[src/rtl/bank_axi3_rd_arbiter_if.sv]
// Purpose: bundles the four-bank AR/R channels and the shared downstream AXI3 read port.
// Latency: none, this is wiring only.
// Backpressure: carries the valid/ready pairs in both directions unchanged.
interface bank_axi3_rd_arbiter_if;
    // bank side AR
    logic [3:0]   bank_arvalid_i;
    logic [3:0]   bank_arready_o;
    logic [31:0]  bank_arid_i;
    logic [127:0] bank_araddr_i;
    logic [15:0]  bank_arlen_i;
    logic [11:0]  bank_arsize_i;
    logic [7:0]   bank_arburst_i;
    // bank side R
    logic [3:0]   bank_rvalid_o;
    logic [3:0]   bank_rready_i;
    logic [7:0]   bank_rid_o;
    logic [255:0] bank_rdata_o;
    logic [1:0]   bank_rresp_o;
    logic         bank_rlast_o;
    // memory side AR
    logic         mem_arvalid_o;
    logic         mem_arready_i;
    logic [9:0]   mem_arid_o;
    logic [31:0]  mem_araddr_o;
    logic [3:0]   mem_arlen_o;
    logic [2:0]   mem_arsize_o;
    logic [1:0]   mem_arburst_o;
    // memory side R
    logic         mem_rvalid_i;
    logic         mem_rready_o;
    logic [9:0]   mem_rid_i;
    logic [255:0] mem_rdata_i;
    logic [1:0]   mem_rresp_i;
    logic         mem_rlast_i;
    // status
    logic         err_o;

    // The arbiter's view of the bus.
    modport slave (
        input  bank_arvalid_i, bank_arid_i, bank_araddr_i, bank_arlen_i,
               bank_arsize_i, bank_arburst_i, bank_rready_i,
               mem_arready_i, mem_rvalid_i, mem_rid_i, mem_rdata_i,
               mem_rresp_i, mem_rlast_i,
        output bank_arready_o, bank_rvalid_o, bank_rid_o, bank_rdata_o,
               bank_rresp_o, bank_rlast_o, mem_arvalid_o, mem_arid_o,
               mem_araddr_o, mem_arlen_o, mem_arsize_o, mem_arburst_o,
               mem_rready_o, err_o
    );

    // The surrounding banks and memory's view of the bus.
    modport master (
        output bank_arvalid_i, bank_arid_i, bank_araddr_i, bank_arlen_i,
               bank_arsize_i, bank_arburst_i, bank_rready_i,
               mem_arready_i, mem_rvalid_i, mem_rid_i, mem_rdata_i,
               mem_rresp_i, mem_rlast_i,
        input  bank_arready_o, bank_rvalid_o, bank_rid_o, bank_rdata_o,
               bank_rresp_o, bank_rlast_o, mem_arvalid_o, mem_arid_o,
               mem_araddr_o, mem_arlen_o, mem_arsize_o, mem_arburst_o,
               mem_rready_o, err_o
    );
endinterface

[src/rtl/bank_axi3_rd_arbiter.sv]
// Purpose: round-robin AR arbiter for four cache banks onto one AXI3 read port, R routed back by ID prefix.
// Latency: AR one cycle (registered output stage); R zero cycles (combinational).
// Backpressure: AR register holds while mem_arready_i is low; R ready is the owning bank's rready.
module bank_axi3_rd_arbiter #(
    parameter int MAX_OUTSTD = 4
) (
    input  logic                    clk_i,
    input  logic                    rst_i,
    bank_axi3_rd_arbiter_if.slave   bus
);

    logic       load_en;
    logic [3:0] elig;
    logic [3:0] grant;
    logic [1:0] gnt_idx;
    logic       gnt_vld;
    logic [1:0] scan_idx;
    logic [1:0] rr_ptr;
    logic [3:0] outstd [4];
    logic [3:0] cnt_inc;
    logic [3:0] cnt_dec;
    logic [1:0] r_bank;
    logic       r_last_hs;
    logic       err_q;

    // The output register may take a new request when empty or being drained this cycle.
    assign load_en = !bus.mem_arvalid_o || bus.mem_arready_i;

    // A bank competes only while it has room for another outstanding burst.
    always_comb begin
        elig = '0;
        for (int n = 0; n < 4; n++) begin
            elig[n] = bus.bank_arvalid_i[n] && (outstd[n] < 4'(MAX_OUTSTD));
        end
    end

    // Round-robin pick: scan far-to-near from rr_ptr so the nearest eligible bank wins.
    always_comb begin
        gnt_idx  = rr_ptr;
        gnt_vld  = 1'b0;
        scan_idx = rr_ptr;
        for (int k = 3; k >= 0; k--) begin
            scan_idx = rr_ptr + 2'(k);
            if (elig[scan_idx]) begin
                gnt_idx = scan_idx;
                gnt_vld = 1'b1;
            end
        end
        if (!load_en || rst_i) begin
            gnt_vld = 1'b0;
        end
        grant = gnt_vld ? (4'b0001 << gnt_idx) : 4'b0000;
    end

    assign bus.bank_arready_o = grant;

    // Registered AR stage: load the granted bank, clear valid when nothing was granted.
    always_ff @(posedge clk_i) begin
        if (rst_i) begin
            bus.mem_arvalid_o <= 1'b0;
            bus.mem_arid_o    <= '0;
            bus.mem_araddr_o  <= '0;
            bus.mem_arlen_o   <= '0;
            bus.mem_arsize_o  <= '0;
            bus.mem_arburst_o <= '0;
        end else if (load_en) begin
            if (gnt_vld) begin
                bus.mem_arvalid_o <= 1'b1;
                bus.mem_arid_o    <= {gnt_idx, bus.bank_arid_i[{gnt_idx, 3'b000} +: 8]};
                bus.mem_araddr_o  <= bus.bank_araddr_i[{gnt_idx, 5'b00000} +: 32];
                bus.mem_arlen_o   <= bus.bank_arlen_i[{gnt_idx, 2'b00} +: 4];
                bus.mem_arsize_o  <= bus.bank_arsize_i[4'(gnt_idx) * 4'd3 +: 3];
                bus.mem_arburst_o <= bus.bank_arburst_i[{gnt_idx, 1'b0} +: 2];
            end else begin
                bus.mem_arvalid_o <= 1'b0;
            end
        end
    end

    // Pointer moves past the bank just served; it holds on stall or idle.
    always_ff @(posedge clk_i) begin
        if (rst_i) begin
            rr_ptr <= 2'd0;
        end else if (gnt_vld) begin
            rr_ptr <= gnt_idx + 2'd1;
        end
    end

    // R channel is pure steering on the ID prefix; payload goes to every bank.
    assign r_bank            = bus.mem_rid_i[9:8];
    assign bus.mem_rready_o  = bus.bank_rready_i[r_bank];
    assign bus.bank_rvalid_o = bus.mem_rvalid_i ? (4'b0001 << r_bank) : 4'b0000;
    assign bus.bank_rid_o    = bus.mem_rid_i[7:0];
    assign bus.bank_rdata_o  = bus.mem_rdata_i;
    assign bus.bank_rresp_o  = bus.mem_rresp_i;
    assign bus.bank_rlast_o  = bus.mem_rlast_i;
    assign r_last_hs         = bus.mem_rvalid_i && bus.mem_rready_o && bus.mem_rlast_i;

    // Per-bank up/down strobes; a last beat for an idle bank never underflows.
    always_comb begin
        cnt_inc = '0;
        cnt_dec = '0;
        for (int n = 0; n < 4; n++) begin
            cnt_inc[n] = grant[n];
            cnt_dec[n] = r_last_hs && (r_bank == 2'(n)) && (outstd[n] != 4'd0);
        end
    end

    // Outstanding counters: count from grant, release on last beat, cancel when both hit.
    always_ff @(posedge clk_i) begin
        if (rst_i) begin
            for (int n = 0; n < 4; n++) begin
                outstd[n] <= 4'd0;
            end
        end else begin
            for (int n = 0; n < 4; n++) begin
                if (cnt_inc[n] && !cnt_dec[n]) begin
                    outstd[n] <= outstd[n] + 4'd1;
                end else if (cnt_dec[n] && !cnt_inc[n]) begin
                    outstd[n] <= outstd[n] - 4'd1;
                end
            end
        end
    end

    // Sticky flag for a last beat that no bank was waiting for.
    always_ff @(posedge clk_i) begin
        if (rst_i) begin
            err_q <= 1'b0;
        end else if (r_last_hs && (outstd[r_bank] == 4'd0)) begin
            err_q <= 1'b1;
        end
    end

    assign bus.err_o = err_q;

endmodule

[src/flat_wrapper.sv]
// flat-port wrapper written by rule: the top's interface ports become plain ports
module bank_axi3_rd_arbiter_flat 
#(
    parameter int MAX_OUTSTD = 4
)
  (clk_i, rst_i, bus_bank_arvalid_i, bus_bank_arid_i, bus_bank_araddr_i, bus_bank_arlen_i, bus_bank_arsize_i, bus_bank_arburst_i, bus_bank_rready_i, bus_mem_arready_i, bus_mem_rvalid_i, bus_mem_rid_i, bus_mem_rdata_i, bus_mem_rresp_i, bus_mem_rlast_i, bus_bank_arready_o, bus_bank_rvalid_o, bus_bank_rid_o, bus_bank_rdata_o, bus_bank_rresp_o, bus_bank_rlast_o, bus_mem_arvalid_o, bus_mem_arid_o, bus_mem_araddr_o, bus_mem_arlen_o, bus_mem_arsize_o, bus_mem_arburst_o, bus_mem_rready_o, bus_err_o);
  bank_axi3_rd_arbiter_if bus_i ();
  input  logic clk_i;
  input  logic rst_i;
  input wire logic [$bits(bus_i.bank_arvalid_i)-1:0] bus_bank_arvalid_i;
  input wire logic [$bits(bus_i.bank_arid_i)-1:0] bus_bank_arid_i;
  input wire logic [$bits(bus_i.bank_araddr_i)-1:0] bus_bank_araddr_i;
  input wire logic [$bits(bus_i.bank_arlen_i)-1:0] bus_bank_arlen_i;
  input wire logic [$bits(bus_i.bank_arsize_i)-1:0] bus_bank_arsize_i;
  input wire logic [$bits(bus_i.bank_arburst_i)-1:0] bus_bank_arburst_i;
  input wire logic [$bits(bus_i.bank_rready_i)-1:0] bus_bank_rready_i;
  input wire logic [$bits(bus_i.mem_arready_i)-1:0] bus_mem_arready_i;
  input wire logic [$bits(bus_i.mem_rvalid_i)-1:0] bus_mem_rvalid_i;
  input wire logic [$bits(bus_i.mem_rid_i)-1:0] bus_mem_rid_i;
  input wire logic [$bits(bus_i.mem_rdata_i)-1:0] bus_mem_rdata_i;
  input wire logic [$bits(bus_i.mem_rresp_i)-1:0] bus_mem_rresp_i;
  input wire logic [$bits(bus_i.mem_rlast_i)-1:0] bus_mem_rlast_i;
  output wire logic [$bits(bus_i.bank_arready_o)-1:0] bus_bank_arready_o;
  output wire logic [$bits(bus_i.bank_rvalid_o)-1:0] bus_bank_rvalid_o;
  output wire logic [$bits(bus_i.bank_rid_o)-1:0] bus_bank_rid_o;
  output wire logic [$bits(bus_i.bank_rdata_o)-1:0] bus_bank_rdata_o;
  output wire logic [$bits(bus_i.bank_rresp_o)-1:0] bus_bank_rresp_o;
  output wire logic [$bits(bus_i.bank_rlast_o)-1:0] bus_bank_rlast_o;
  output wire logic [$bits(bus_i.mem_arvalid_o)-1:0] bus_mem_arvalid_o;
  output wire logic [$bits(bus_i.mem_arid_o)-1:0] bus_mem_arid_o;
  output wire logic [$bits(bus_i.mem_araddr_o)-1:0] bus_mem_araddr_o;
  output wire logic [$bits(bus_i.mem_arlen_o)-1:0] bus_mem_arlen_o;
  output wire logic [$bits(bus_i.mem_arsize_o)-1:0] bus_mem_arsize_o;
  output wire logic [$bits(bus_i.mem_arburst_o)-1:0] bus_mem_arburst_o;
  output wire logic [$bits(bus_i.mem_rready_o)-1:0] bus_mem_rready_o;
  output wire logic [$bits(bus_i.err_o)-1:0] bus_err_o;
  assign bus_i.bank_arvalid_i = bus_bank_arvalid_i;
  assign bus_i.bank_arid_i = bus_bank_arid_i;
  assign bus_i.bank_araddr_i = bus_bank_araddr_i;
  assign bus_i.bank_arlen_i = bus_bank_arlen_i;
  assign bus_i.bank_arsize_i = bus_bank_arsize_i;
  assign bus_i.bank_arburst_i = bus_bank_arburst_i;
  assign bus_i.bank_rready_i = bus_bank_rready_i;
  assign bus_i.mem_arready_i = bus_mem_arready_i;
  assign bus_i.mem_rvalid_i = bus_mem_rvalid_i;
  assign bus_i.mem_rid_i = bus_mem_rid_i;
  assign bus_i.mem_rdata_i = bus_mem_rdata_i;
  assign bus_i.mem_rresp_i = bus_mem_rresp_i;
  assign bus_i.mem_rlast_i = bus_mem_rlast_i;
  assign bus_bank_arready_o = bus_i.bank_arready_o;
  assign bus_bank_rvalid_o = bus_i.bank_rvalid_o;
  assign bus_bank_rid_o = bus_i.bank_rid_o;
  assign bus_bank_rdata_o = bus_i.bank_rdata_o;
  assign bus_bank_rresp_o = bus_i.bank_rresp_o;
  assign bus_bank_rlast_o = bus_i.bank_rlast_o;
  assign bus_mem_arvalid_o = bus_i.mem_arvalid_o;
  assign bus_mem_arid_o = bus_i.mem_arid_o;
  assign bus_mem_araddr_o = bus_i.mem_araddr_o;
  assign bus_mem_arlen_o = bus_i.mem_arlen_o;
  assign bus_mem_arsize_o = bus_i.mem_arsize_o;
  assign bus_mem_arburst_o = bus_i.mem_arburst_o;
  assign bus_mem_rready_o = bus_i.mem_rready_o;
  assign bus_err_o = bus_i.err_o;
  bank_axi3_rd_arbiter #(.MAX_OUTSTD(MAX_OUTSTD)) u_core (.clk_i(clk_i), .rst_i(rst_i), .bus(bus_i));
endmodule
[config.mk]
export PLATFORM = sky130hd
export DESIGN_NAME = bank_axi3_rd_arbiter_flat
export DESIGN_NICKNAME = d
export VERILOG_FILES = /design/src/rtl/bank_axi3_rd_arbiter_if.sv /design/src/rtl/bank_axi3_rd_arbiter.sv /design/src/flat_wrapper.sv
export SDC_FILE = /design/constraint.sdc
export NUM_CORES = 1
export LEC_CHECK = 0
export CELL_PAD_IN_SITES_DETAIL_PLACEMENT = 1
export CELL_PAD_IN_SITES_GLOBAL_PLACEMENT = 1
export CORE_AREA = 3 3 316 318
export CTS_CLUSTER_DIAMETER = 150
export CTS_CLUSTER_SIZE = 40
export DETAILED_ROUTE_END_ITERATION = 6
export DIE_AREA = 0 0 319 321
export PLACE_DENSITY_LB_ADDON = 0.1
export SLEW_MARGIN = 0
export SYNTH_ARGS = -nofsm -noshare
export SYNTH_HDL_FRONTEND = slang
export SYNTH_SLANG_ARGS = --single-unit
[constraint.sdc]
create_clock -name clk_i -period 3.85 [get_ports clk_i]
set_clock_uncertainty 0.05 [all_clocks]
set_input_delay 1.155 -clock clk_i [delete_from_list [all_inputs] [get_ports clk_i]]
set_output_delay 1.155 -clock clk_i [all_outputs]
set_load 0.1 [all_outputs]
==> flow_summary.yaml, run 1 <==
outcome:
  status: "finished, violations left"
  failed_checks: "negative setup slack"
critical_path:
  start_kind: "input port"
  crit_arrival_ns: 2.65
  cp.required_ns: 2.64
  max_stage_delay_ns: 0.41
  crit_type: "in -> out"
  path_cells: "buf_6, or3b_4, a311oi_4, a21o_1, nand2_8, nor2_4, buf_12"
  path_max_fanout: 4
  end_kind: "output port"
  path_delay_family: "simple AND/OR/NAND/NOR gates"
  cp_slowest_cell: "or3b_4"
  crit_buf_inv: 2
yosys:
  synth_common_cells: "270 x buf_4, 102 x mux2i_1, 57 x nand2_1"
  ys_warn_count: 0
  seq_area_frac_synth_pct: 24.7
  synth.most_common_cell: "buf_4"
  ys_async_sr_fraction_pct: 0
  synth-seq-cells: 71
  syn_nets: 1193
  synth.cell_area_sq_um: 6400
  synth_enable_flop_cells: 16
  syn_inst: 705
  yosysTopAreaCell: "buf_4"
  synth_area_leaders: "buf_4 32%, dfxtp_1 17%, mux2i_1 16%"
  ys_types: 51
  synth_ff_type: "dfxtp_1"
  netlist.area_leader.share_pct: 31.6
  avgSynthCellArea_sq_um: 9.08
drt:
  dr.pass1.iters: 4
  drt_iter0_markers: 110
  wl_mm: 30.9
  vias_per_cell: 2.52
  num_vias: 5124
  drt.antenna.violating_nets: 0
  wl_per_cell_microns: 15.2
  drc: 0
finish:
  layout.cells.non_filler: 2034
  syn2layout_area_growth_pct: 47.8
  drive_gt1_share_pct: 23.1
  nets: 1240
  fillCellCount: 11330
place:
  portBuffers: 273
  dp_hpwl_mm: 24.4
  pre_cts_slack_ns: -0.513
  placed_cells: 2011
  gp_congestion: 0.622
floorplan:
  die_w_microns: 319
  initial_utilization_pct: 6.61
  core_sq_um: 96900
  rows: 114
  die_h_microns: 321
  io-pin-count: 806
  dieArea_sq_um: 102000
flow_run:
  cap_violations: 0
cts:
  cts_buffers: 9
  cts_tree: "yes"
  clock_path_buffers: 2
  insertion_delay_ns: 0.39
  clock_sinks: 71
  path_clk_slew_ns: 0.07
  cts_max_level: 3
  clockRootBuffer: "clkbuf_16"
timing:
  hold_viol_final: 0
  fin_crit_sh_pct: 100
  final_max_slew_viol_count: 0
  slew-limit-headroom_pct: 50.0
  fmax_ghz: 0.259
  final.setup.worst_slack_ns: -0.00390
  grt_setup_unrepaired: "true"
  tightest_slew_ns: 0.750
  setup_viol_count_final: 2
  final.setup.tns_ns: -0.00504
  layout_min_cycle_time_ns: 3.85
power_and_ir_drop:
  vdd_drop_max_mv: 0.238
  power_density_nw_per_um2: 441
  power_leakage_uw: 0.00337
  p_total_uw: 4180
grt:
  antenna_found_initial: 3
  first_global_vias: 5904
  grt_max_degree: 65
  grt_use_total_pct: 5.96
  grt_pass1_wl_mm: 43.0
  overflow: 0
hold_path:
  min_path_type: "reg -> reg"
-- layer usage --
layer	part of all wire (%)	GRT usage, %	vias to the layer above
li1	-	-	2319
met3	12	3.54	120
met1	33	5.34	2370
met5	0.10	0	-
met4	5.1	3.67	6
met2	50	10.3	309
-- kinds of logic (layout without fill, tap and decap cells) --
group                      Yosys count  count (layout)  share of synthesized area [%]
buffers and inverters              311             363                           34.7
and+or+nand+nor                    113             113                           9.63
muxes                              103             103                           16.3
AOI/OAI and AO/OA                   88              88                           11.1
DFF                                 71              71                           24.7
adders and majority gates           11              11                           2.50
xor gates and xnor gates             8               8                           1.09
other                                0               1                              0
-- sequential cells by signal, indices dropped and copies added (netlist names) --
register and cells:
u_core.bus.err_o 1, u_core.bus.mem_araddr_o 32, u_core.bus.mem_arburst_o 2, u_core.bus.mem_arid_o 10
u_core.bus.mem_arlen_o 4, u_core.bus.mem_arsize_o 3, u_core.bus.mem_arvalid_o 1, u_core.outstd 16
u_core.rr_ptr 2
-- worst register-to-register path, delay by kind of cell, from the launching register on --
| kind | cells | cell delay (ns) |
|---|---|---|
| muxes | 1 | 0.09 |
| AOI/OAI and AO/OA | 5 | 1.08 |
| xor gates and xnor gates | 1 | 0.15 |
| and+or+nand+nor | 1 | 0.48 |
| buffers and inverters | 3 | 0.40 |
| adders and majority gates | 1 | 0.23 |
| DFF | 1 | 0.52 |
-- final cells by class --
cell class | instances | area (sq um) | share of cell area, %
timing repair buffer | 334 | 3200 | 33.8
multi-input combinational | 323 | 2750 | 29.0
tap | 1276 | 1600 | 16.9
sequential | 71 | 1580 | 16.7
clock buffer | 14 | 275 | 2.91
inverter | 13 | 48.8 | 0.515
clock inverter | 2 | 11.3 | 0.119
antenna | 1 | 2.50 | 0.0264
-- power by group --
group | internal, uW | switching, uW
sequential | 902 | 95.8
combinational | 755 | 1490
clock | 495 | 438
-- per-stage QoR --
step / hold slack [ns] / util, % / instance area [sq um]
final: 0.402 / 9.78 / 9470
after global routing: 0.438 / 9.77 / 9470
after CTS: 0.408 / 9.73 / 9430
after global placement: 0.384 / 9.35 / 9050
after floorplan: 0.473 / - / 6450
after detailed placement: 0.396 / 9.35 / 9050
-- path summary, 6_finish.rpt --
| kind | depth (start not counted) | end | start | slack (ns) |
|---|---|---|---|---|
| setup / recovery | 7 | bus_bank_arready_o[2] | bus_bank_arvalid_i[2] | -0.004 |
| hold / removal | 2 | u_core.bus.mem_arid_o[8] | u_core.bus.mem_arid_o[8] | 0.40 |
| setup reg to reg | 12 | u_core.outstd[1][3] | u_core.outstd[2][3] | 0.58 |
| hold reg to reg | 2 | u_core.bus.mem_arid_o[8] | u_core.bus.mem_arid_o[8] | 0.40 |
-- cells in the final DEF (no fill, tap or decap), types with 3 or more instances in the layout --
master / instances
clkbuf_1: 3
fa_1: 3
dfxtp_1: 55
edfxtp_1: 16
nor2_1: 5
or4_1: 3
xor2_1: 3
buf_4: 110
nand4_1: 5
nor3b_2: 3
ha_1: 8
o221ai_1: 49
nor4b_1: 3
clkdlybuf4s50_1: 205
buf_12: 14
nand3_1: 6
inv_1: 13
mux2i_1: 102
nor2_4: 4
xnor2_1: 5
a31o_2: 3
a311o_1: 4
clkbuf_16: 10
nand2_1: 55
a21oi_1: 15
a21o_1: 4
or3b_4: 3
-- what timing repair did --
action	4_1_cts	5_1_grt
pin swaps	7	11
gates cloned	0	0
setup buffers	3	3
endpoints found under the setup margin	8	6
resized for setup	25	7
hold buffers	0	0
Power figures use the tool's default switching activity.
==> inputs of run 2 (changes only) <==
--- a/config.mk
+++ b/config.mk
@@ -12,6 +12,7 @@
 export CTS_CLUSTER_SIZE = 40
 export DETAILED_ROUTE_END_ITERATION = 6
 export DIE_AREA = 0 0 319 321
+export HOLD_SLACK_MARGIN = 0.03
 export PLACE_DENSITY_LB_ADDON = 0.1
 export SLEW_MARGIN = 0
 export SYNTH_ARGS = -nofsm -noshare
==> results of run 2 <==
No change in the layout: final DEF, timing and power equal those of run 1.
